===== config.mk =====
export PLATFORM = sky130hd
export DESIGN_NAME = player_death_ctrl_flat
export DESIGN_NICKNAME = d
export VERILOG_FILES = /design/src/rtl/player_death_ctrl_if.sv /design/src/rtl/player_death_ctrl.sv /design/src/flat_wrapper.sv
export SDC_FILE = /design/constraint.sdc
export NUM_CORES = 1
export LEC_CHECK = 0
export BUFFER_PORTS_ARGS = -buffer_cell sky130_fd_sc_hd__buf_2
export CAP_MARGIN = 0
export CORE_AREA = 2 2 59 61
export CTS_CLUSTER_SIZE = 24
export DETAILED_ROUTE_END_ITERATION = 8
export DIE_AREA = 0 0 61 63
export MAX_ROUTING_LAYER = met4
export PLACE_DENSITY = 0.78
export SLEW_MARGIN = 5
export SYNTH_ARGS = -nofsm -noshare
export SYNTH_HDL_FRONTEND = slang
export SYNTH_SLANG_ARGS = --single-unit

===== constraint.sdc =====
create_clock -name clk -period 2.4 [get_ports clk]
set_input_delay 0.24 -clock clk [delete_from_list [all_inputs] [get_ports clk]]
set_output_delay 0.24 -clock clk [all_outputs]
set_load 0.02 [all_outputs]

===== src/rtl/player_death_ctrl_if.sv =====
// Handshake bundle between the lives/input stages and the player death controller.
// The master side drives frame ticks, lives and keys; the slave side returns player status.
`timescale 1ns/1ps

interface player_death_ctrl_if;
  logic       startOfFrame;
  logic [3:0] lives;
  logic       player_died;
  logic       restart_key;
  logic       player_visible;
  logic       player_frozen;
  logic       invulnerable;
  logic       respawn_pulse;
  logic       game_over;
  logic [1:0] state_dbg;

  modport master (
    output startOfFrame,
    output lives,
    output player_died,
    output restart_key,
    input  player_visible,
    input  player_frozen,
    input  invulnerable,
    input  respawn_pulse,
    input  game_over,
    input  state_dbg
  );

  modport slave (
    input  startOfFrame,
    input  lives,
    input  player_died,
    input  restart_key,
    output player_visible,
    output player_frozen,
    output invulnerable,
    output respawn_pulse,
    output game_over,
    output state_dbg
  );
endinterface


===== src/rtl/player_death_ctrl.sv =====
// Player life-cycle controller: ALIVE -> DYING (blinking, frozen) -> INVULN (blinking) or GAME_OVER.
// All outputs are registered and equal a decode of the registered state and blink phase.
`timescale 1ns/1ps

module player_death_ctrl #(
  parameter int unsigned DEATH_FRAMES  = 60,
  parameter int unsigned INVULN_FRAMES = 120,
  parameter int unsigned BLINK_PERIOD  = 8
) (
  input  logic               clk,
  input  logic               resetN,
  player_death_ctrl_if.slave bus
);

  typedef enum logic [1:0] {
    ST_ALIVE     = 2'd0,
    ST_DYING     = 2'd1,
    ST_INVULN    = 2'd2,
    ST_GAME_OVER = 2'd3
  } state_t;

  localparam logic [7:0] DEATH_LAST  = 8'(DEATH_FRAMES - 1);
  localparam logic [7:0] INVULN_LAST = 8'(INVULN_FRAMES - 1);
  localparam logic [7:0] BLINK_LAST  = 8'(BLINK_PERIOD - 1);
  localparam logic [3:0] LIVES_RESET = 4'd3;

  state_t     r_state;
  state_t     w_state_next;
  logic [3:0] r_lives_prev;
  logic       r_restart_key;
  logic [7:0] r_frame_cnt;
  logic [7:0] r_blink_cnt;
  logic       r_blink_phase;
  logic [7:0] w_frame_cnt_next;
  logic [7:0] w_blink_cnt_next;
  logic       w_blink_phase_next;

  logic       r_player_visible;
  logic       r_player_frozen;
  logic       r_invulnerable;
  logic       r_respawn_pulse;
  logic       r_game_over;
  logic [1:0] r_state_dbg;

  logic       w_visible_next;
  logic       w_frozen_next;
  logic       w_invuln_next;
  logic       w_game_over_next;
  logic       w_respawn_next;

  logic       w_life_lost;
  logic       w_restart_edge;
  logic       w_counting;
  logic       w_death_done;
  logic       w_invuln_done;

  assign w_life_lost    = (bus.lives < r_lives_prev);
  assign w_restart_edge = bus.restart_key & ~r_restart_key;
  assign w_counting     = (r_state == ST_DYING) || (r_state == ST_INVULN);
  assign w_death_done   = bus.startOfFrame && (r_frame_cnt == DEATH_LAST);
  assign w_invuln_done  = bus.startOfFrame && (r_frame_cnt == INVULN_LAST);

  // End-of-count exits are tested before hit handling so they win a same-clk collision.
  always_comb begin
    w_state_next = r_state;
    case (r_state)
      ST_ALIVE: begin
        if (w_life_lost || bus.player_died) begin
          w_state_next = ST_DYING;
        end
      end
      ST_DYING: begin
        if (w_death_done) begin
          w_state_next = bus.player_died ? ST_GAME_OVER : ST_INVULN;
        end
      end
      ST_INVULN: begin
        if (w_invuln_done) begin
          w_state_next = ST_ALIVE;
        end else if (bus.player_died) begin
          w_state_next = ST_DYING;
        end
      end
      ST_GAME_OVER: begin
        if (w_restart_edge && !bus.player_died) begin
          w_state_next = ST_ALIVE;
        end
      end
      default: w_state_next = ST_ALIVE;
    endcase
  end

  assign w_respawn_next = (r_state == ST_DYING) && (w_state_next == ST_INVULN);

  // Counters restart on every state entry; INVULN starts with the sprite shown.
  always_comb begin
    w_frame_cnt_next   = r_frame_cnt;
    w_blink_cnt_next   = r_blink_cnt;
    w_blink_phase_next = r_blink_phase;
    if (w_state_next != r_state) begin
      w_frame_cnt_next   = 8'd0;
      w_blink_cnt_next   = 8'd0;
      w_blink_phase_next = (w_state_next == ST_INVULN);
    end else if (w_counting && bus.startOfFrame) begin
      w_frame_cnt_next = (r_frame_cnt == 8'hFF) ? 8'hFF : r_frame_cnt + 8'd1;
      if (r_blink_cnt == BLINK_LAST) begin
        w_blink_cnt_next   = 8'd0;
        w_blink_phase_next = ~r_blink_phase;
      end else begin
        w_blink_cnt_next = r_blink_cnt + 8'd1;
      end
    end
  end

  always_comb begin
    w_visible_next   = 1'b1;
    w_frozen_next    = 1'b0;
    w_invuln_next    = 1'b0;
    w_game_over_next = 1'b0;
    case (w_state_next)
      ST_ALIVE: begin
        w_visible_next = 1'b1;
      end
      ST_DYING: begin
        w_visible_next = w_blink_phase_next;
        w_frozen_next  = 1'b1;
        w_invuln_next  = 1'b1;
      end
      ST_INVULN: begin
        w_visible_next = w_blink_phase_next;
        w_invuln_next  = 1'b1;
      end
      ST_GAME_OVER: begin
        w_visible_next   = 1'b0;
        w_frozen_next    = 1'b1;
        w_invuln_next    = 1'b1;
        w_game_over_next = 1'b1;
      end
      default: begin
        w_visible_next = 1'b1;
      end
    endcase
  end

  always_ff @(posedge clk or negedge resetN) begin
    if (!resetN) begin
      r_state          <= ST_ALIVE;
      r_lives_prev     <= LIVES_RESET;
      r_restart_key    <= 1'b0;
      r_frame_cnt      <= 8'd0;
      r_blink_cnt      <= 8'd0;
      r_blink_phase    <= 1'b0;
      r_player_visible <= 1'b1;
      r_player_frozen  <= 1'b0;
      r_invulnerable   <= 1'b0;
      r_respawn_pulse  <= 1'b0;
      r_game_over      <= 1'b0;
      r_state_dbg      <= 2'd0;
    end else begin
      r_state          <= w_state_next;
      r_lives_prev     <= bus.lives;
      r_restart_key    <= bus.restart_key;
      r_frame_cnt      <= w_frame_cnt_next;
      r_blink_cnt      <= w_blink_cnt_next;
      r_blink_phase    <= w_blink_phase_next;
      r_player_visible <= w_visible_next;
      r_player_frozen  <= w_frozen_next;
      r_invulnerable   <= w_invuln_next;
      r_respawn_pulse  <= w_respawn_next;
      r_game_over      <= w_game_over_next;
      r_state_dbg      <= w_state_next;
    end
  end

  assign bus.player_visible = r_player_visible;
  assign bus.player_frozen  = r_player_frozen;
  assign bus.invulnerable   = r_invulnerable;
  assign bus.respawn_pulse  = r_respawn_pulse;
  assign bus.game_over      = r_game_over;
  assign bus.state_dbg      = r_state_dbg;

endmodule


===== src/flat_wrapper.sv =====
// flat-port wrapper written by rule: the top's interface ports become plain ports
module player_death_ctrl_flat 
#(
  parameter int unsigned DEATH_FRAMES  = 60,
  parameter int unsigned INVULN_FRAMES = 120,
  parameter int unsigned BLINK_PERIOD  = 8
)
  (clk, resetN, bus_startOfFrame, bus_lives, bus_player_died, bus_restart_key, bus_player_visible, bus_player_frozen, bus_invulnerable, bus_respawn_pulse, bus_game_over, bus_state_dbg);
  player_death_ctrl_if bus_i ();
  input  logic clk;
  input  logic resetN;
  input wire logic [$bits(bus_i.startOfFrame)-1:0] bus_startOfFrame;
  input wire logic [$bits(bus_i.lives)-1:0] bus_lives;
  input wire logic [$bits(bus_i.player_died)-1:0] bus_player_died;
  input wire logic [$bits(bus_i.restart_key)-1:0] bus_restart_key;
  output wire logic [$bits(bus_i.player_visible)-1:0] bus_player_visible;
  output wire logic [$bits(bus_i.player_frozen)-1:0] bus_player_frozen;
  output wire logic [$bits(bus_i.invulnerable)-1:0] bus_invulnerable;
  output wire logic [$bits(bus_i.respawn_pulse)-1:0] bus_respawn_pulse;
  output wire logic [$bits(bus_i.game_over)-1:0] bus_game_over;
  output wire logic [$bits(bus_i.state_dbg)-1:0] bus_state_dbg;
  assign bus_i.startOfFrame = bus_startOfFrame;
  assign bus_i.lives = bus_lives;
  assign bus_i.player_died = bus_player_died;
  assign bus_i.restart_key = bus_restart_key;
  assign bus_player_visible = bus_i.player_visible;
  assign bus_player_frozen = bus_i.player_frozen;
  assign bus_invulnerable = bus_i.invulnerable;
  assign bus_respawn_pulse = bus_i.respawn_pulse;
  assign bus_game_over = bus_i.game_over;
  assign bus_state_dbg = bus_i.state_dbg;
  player_death_ctrl #(.DEATH_FRAMES(DEATH_FRAMES), .INVULN_FRAMES(INVULN_FRAMES), .BLINK_PERIOD(BLINK_PERIOD)) u_core (.clk(clk), .resetN(resetN), .bus(bus_i));
endmodule

==> summary.txt <==
Run status
  • Status: completed

Clock tree
  • CTS root buf: clkbuf_4
  • Reg clk slew, reported paths: 140 ps
  • Clk sinks: 28
  • Clk buf depth: 2
  • Later-pin clock latency in the skew report: 330 ps
  • Inserted Clock Buffers: 3
  • H-Tree Level Count: 1
  • CTS tree: built

Pwr
  • Worst VDD drop: 0.454 mV
  • Pwr/cell area: 841 mW/mm²
  • Leakage: 0.856 nW

Setup path
  • Crit-path max FO: 3
  • Cell type group with the largest total delay on the critical path: compound AO/OA/AOI/OAI gates
  • Worst R2R Start: u_core.r_lives_prev[1]
  • Worst Path Required: 2670 ps
  • Critical path type: flop to flop
  • R2R cell count: 9
  • Most used cell, CP: o22ai_2
  • CP Cell Sequence: inv_2 -> ha_4 -> a2111o_1 -> o2111ai_2 -> o21a_1 -> o22ai_2 -> ha_1 -> a41o_2 -> o22ai_2
  • CP endpoint kind: flop
  • CP max stage cell: dfstp_2
  • CP Launch Type: flop
  • R2R Setup Slk: 50 ps
  • Worst path max stage delay: 550 ps
  • Critical Path AT: 2610 ps
  • CP Buf/Inv Count: 1
  • R2R Path End: u_core.bus.player_visible

Synthesis
  • Combinational family with the most area after synthesis: simple AND/OR/NAND/NOR gates
  • Number of flops mapped to enable cells by yosys: 0
  • Post-synthesis mux area share: 0.627%
  • Adder-Cell Fraction of Synth Area: 9.41%
  • #FFs+latches synth: 28
  • Post-Syn Area per Cell: 10.5 µm²
  • Top FF cell, synth: dfrtp_1
  • Post-synthesis async set-or-reset flop share: 100%
  • Synth top area share: 39.2%
  • Syn Std Cell Area: 0.00160 mm²
  • Largest area contributor in the netlist: dfrtp_1
  • Cell count after synthesis: 152
  • Simple-Gate Fraction of Synth Area: 21.6%
  • XOR/XNOR Fraction of Synth Area: 4.94%
  • Count of cell types in the netlist: 48
  • Post-synthesis compound-gate area fraction: 15.3%
  • Top cells by count, synth: 25 x dfrtp_1, 14 x nand2_1, 12 x ha_1
  • Area contributors post-synth: dfrtp_1 39%, ha_1 9.4%, dfstp_2 4.9%
  • Synth Warn #: 0
  • Mapped Nets: 173
  • Count leader, synth: dfrtp_1
  • Register area share after synthesis: 44.2%

Placed design
  • Detail Placement HPWL: 2400 µm
  • Placer congestion estimate: 0.919
  • PortBufs: 15

Detailed routing
  • Final wirelength: 3320 µm
  • Drt via density: 5.59
  • Vias: 1,242
  • DRT iter0 DRCs: 69
  • Drt wl/cell: 15.0 µm
  • Post-route DRC: 0
  • Drt first pass iters: 6
  • Post-DRT Antenna Nets: 0

Timing
  • Minimum clock period: 2350 ps
  • Final Setup Violations: 0
  • Peak Freq: 0.426 GHz
  • Slew Limit Fails: 0
  • Fin. Hold Viols: 0
  • Setup TNS: 0 ps
  • Final Skew: 5.16 ps
  • Worst slew pin tran: 608 ps
  • Rel. slew slack: 59.4%
  • Final period util: 97.8%

Layout
  • Final net count: 198
  • Final core occ: 57.5%
  • Share of layout cells above drive strength 1: 26.1%
  • Diode count: 0
  • Fill cells: 275
  • P&R area growth vs syn: 16.5%

Die
  • DIE HEIGHT: 63 µm
  • Cell row count: 21
  • Core ar.: 0.00323 mm²
  • Die Width: 61 µm
  • Die ar.: 0.00384 mm²
  • IO Pins: 16
  • Initial Util: 49.4%

Global route
  • Vias in the first global route: 1,216
  • Initial antenna violation count: 0
  • Largest net degree at the start of global routing: 29
  • Total track usage: 19.1%
  • First-pass GRT wire length: 5400 µm
  • Total gr overflow: 0

Hold path
  • WHS Path Cells: 1
  • Hold Path Class: input pin to flop
  • Endpoint of the worst hold path: u_core.r_lives_prev[3]
  • Hold Crit Start: bus_lives[3]

Flow run
  • Max_cap viols: 0
-- sequential cells by signal (all words and copies together), names as in the netlist --
| signal | cells |
|---|---|
| u_core.bus.game_over | 1 |
| u_core.bus.respawn_pulse | 1 |
| u_core.r_blink_cnt | 8 |
| u_core.r_blink_phase | 1 |
| u_core.r_restart_key | 1 |
| u_core.bus.player_visible | 1 |
| u_core.r_frame_cnt | 8 |
| u_core.bus.player_frozen | 1 |
| u_core.r_lives_prev | 4 |
| u_core.bus.invulnerable | 1 |
| u_core.r_state | 1 |
-- worst register-to-register path, delay by kind of cell (launching register included) --
family | cells | cell delay (ps)
AO/OA/AOI/OAI | 6 | 1130
adder cells (fa/ha/maj) | 2 | 560
buffers and inverters | 1 | 40
flip-flops | 1 | 550
-- per-layer routing --
layer  share of wire [%]  routed length [µm]  track usage [%]  vias to the layer above
met1                  45                1490             24.8                      596
met3                 3.3                 109             2.69                       14
li1                    -                   -                -                      595
met4                 3.3                 108             7.61                        0
met5                   0                   0                -                        -
met2                  49                1610             29.6                       37
-- what timing repair did --
| item | 4_1_cts | 5_1_grt |
|---|---|---|
| gates resized for setup | 1 | 8 |
| hold endpoints to repair | 26 | 2 |
| setup buffers | 0 | 1 |
| setup endpoints to repair | 1 | 13 |
| hold buffers | 2 | 2 |
| pin swaps | 1 | 5 |
-- metrics by stage --
step                      total power [mW]  hold WS [ps]  cells  worst slack, ps  area (µm²)
after floorplan                       1.11         -55.6    152             91.2        1600
after global placement                1.21           276    213              101        1730
after detailed placement              1.25           289    213             16.3        1730
after CTS                             1.49          5.08    219             5.99        1790
after global routing                  1.68        -0.335    222            -54.5        1860
final                                 1.56          26.3    222             53.9        1860
-- kinds of logic (layout without fill, tap and decap cells) --
| group | after synthesis | after routing |
|---|---|---|
| flops | 28 | 28 |
| fa+ha+maj | 12 | 12 |
| compound gates | 30 | 30 |
| buf+inv | 14 | 38 |
| mux | 1 | 1 |
| xor+xnor | 9 | 9 |
| simple gates | 58 | 58 |
-- cell type report --
| class | instances | area, µm² | area share [%] |
|---|---|---|---|
| flip-flops and latches | 28 | 706 | 38.0 |
| clock buffers | 4 | 36.3 | 1.95 |
| inverters | 11 | 41.3 | 2.22 |
| well taps | 46 | 57.6 | 3.10 |
| repair buffers | 23 | 145 | 7.81 |
| multi-input cells | 110 | 873 | 47.0 |
-- report_power, final --
part           internal [mW]  switching [mW]  leakage (nW)  total (mW)
registers              0.550          0.0481         0.363       0.598
clock network         0.0930           0.140        0.0210       0.233
logic                  0.288           0.444         0.472       0.733
total                  0.931           0.632         0.856        1.56
-- cell usage in the layout (no fill, tap or decap), types with 4 or more instances in the layout --
| cell | n |
|---|---|
| a21oi_1 | 6 |
| inv_1 | 10 |
| buf_4 | 4 |
| dlygate4sd3_1 | 4 |
| ha_1 | 10 |
| xnor2_1 | 4 |
| nand2_1 | 14 |
| a31oi_1 | 4 |
| nor3_1 | 7 |
| xor2_1 | 5 |
| dfrtp_1 | 24 |
| buf_2 | 15 |
| nor2_1 | 10 |
-- how the worst max path moves through the flow --
stage	startpoint	to	slack (ps)	cells past startpoint
floorplan	u_core.r_lives_prev[1]	u_core.bus.player_visible	90	9
global placement	u_core.r_lives_prev[1]	u_core.bus.player_visible	100	9
detailed placement	u_core.r_lives_prev[1]	u_core.bus.player_visible	20	9
CTS	u_core.r_frame_cnt[0]	u_core.bus.player_visible	6	7
global route	u_core.r_frame_cnt[0]	u_core.r_frame_cnt[6]	-50	7
finish	u_core.r_lives_prev[1]	u_core.bus.player_visible	50	9
(Power assumes the default switching activity.)
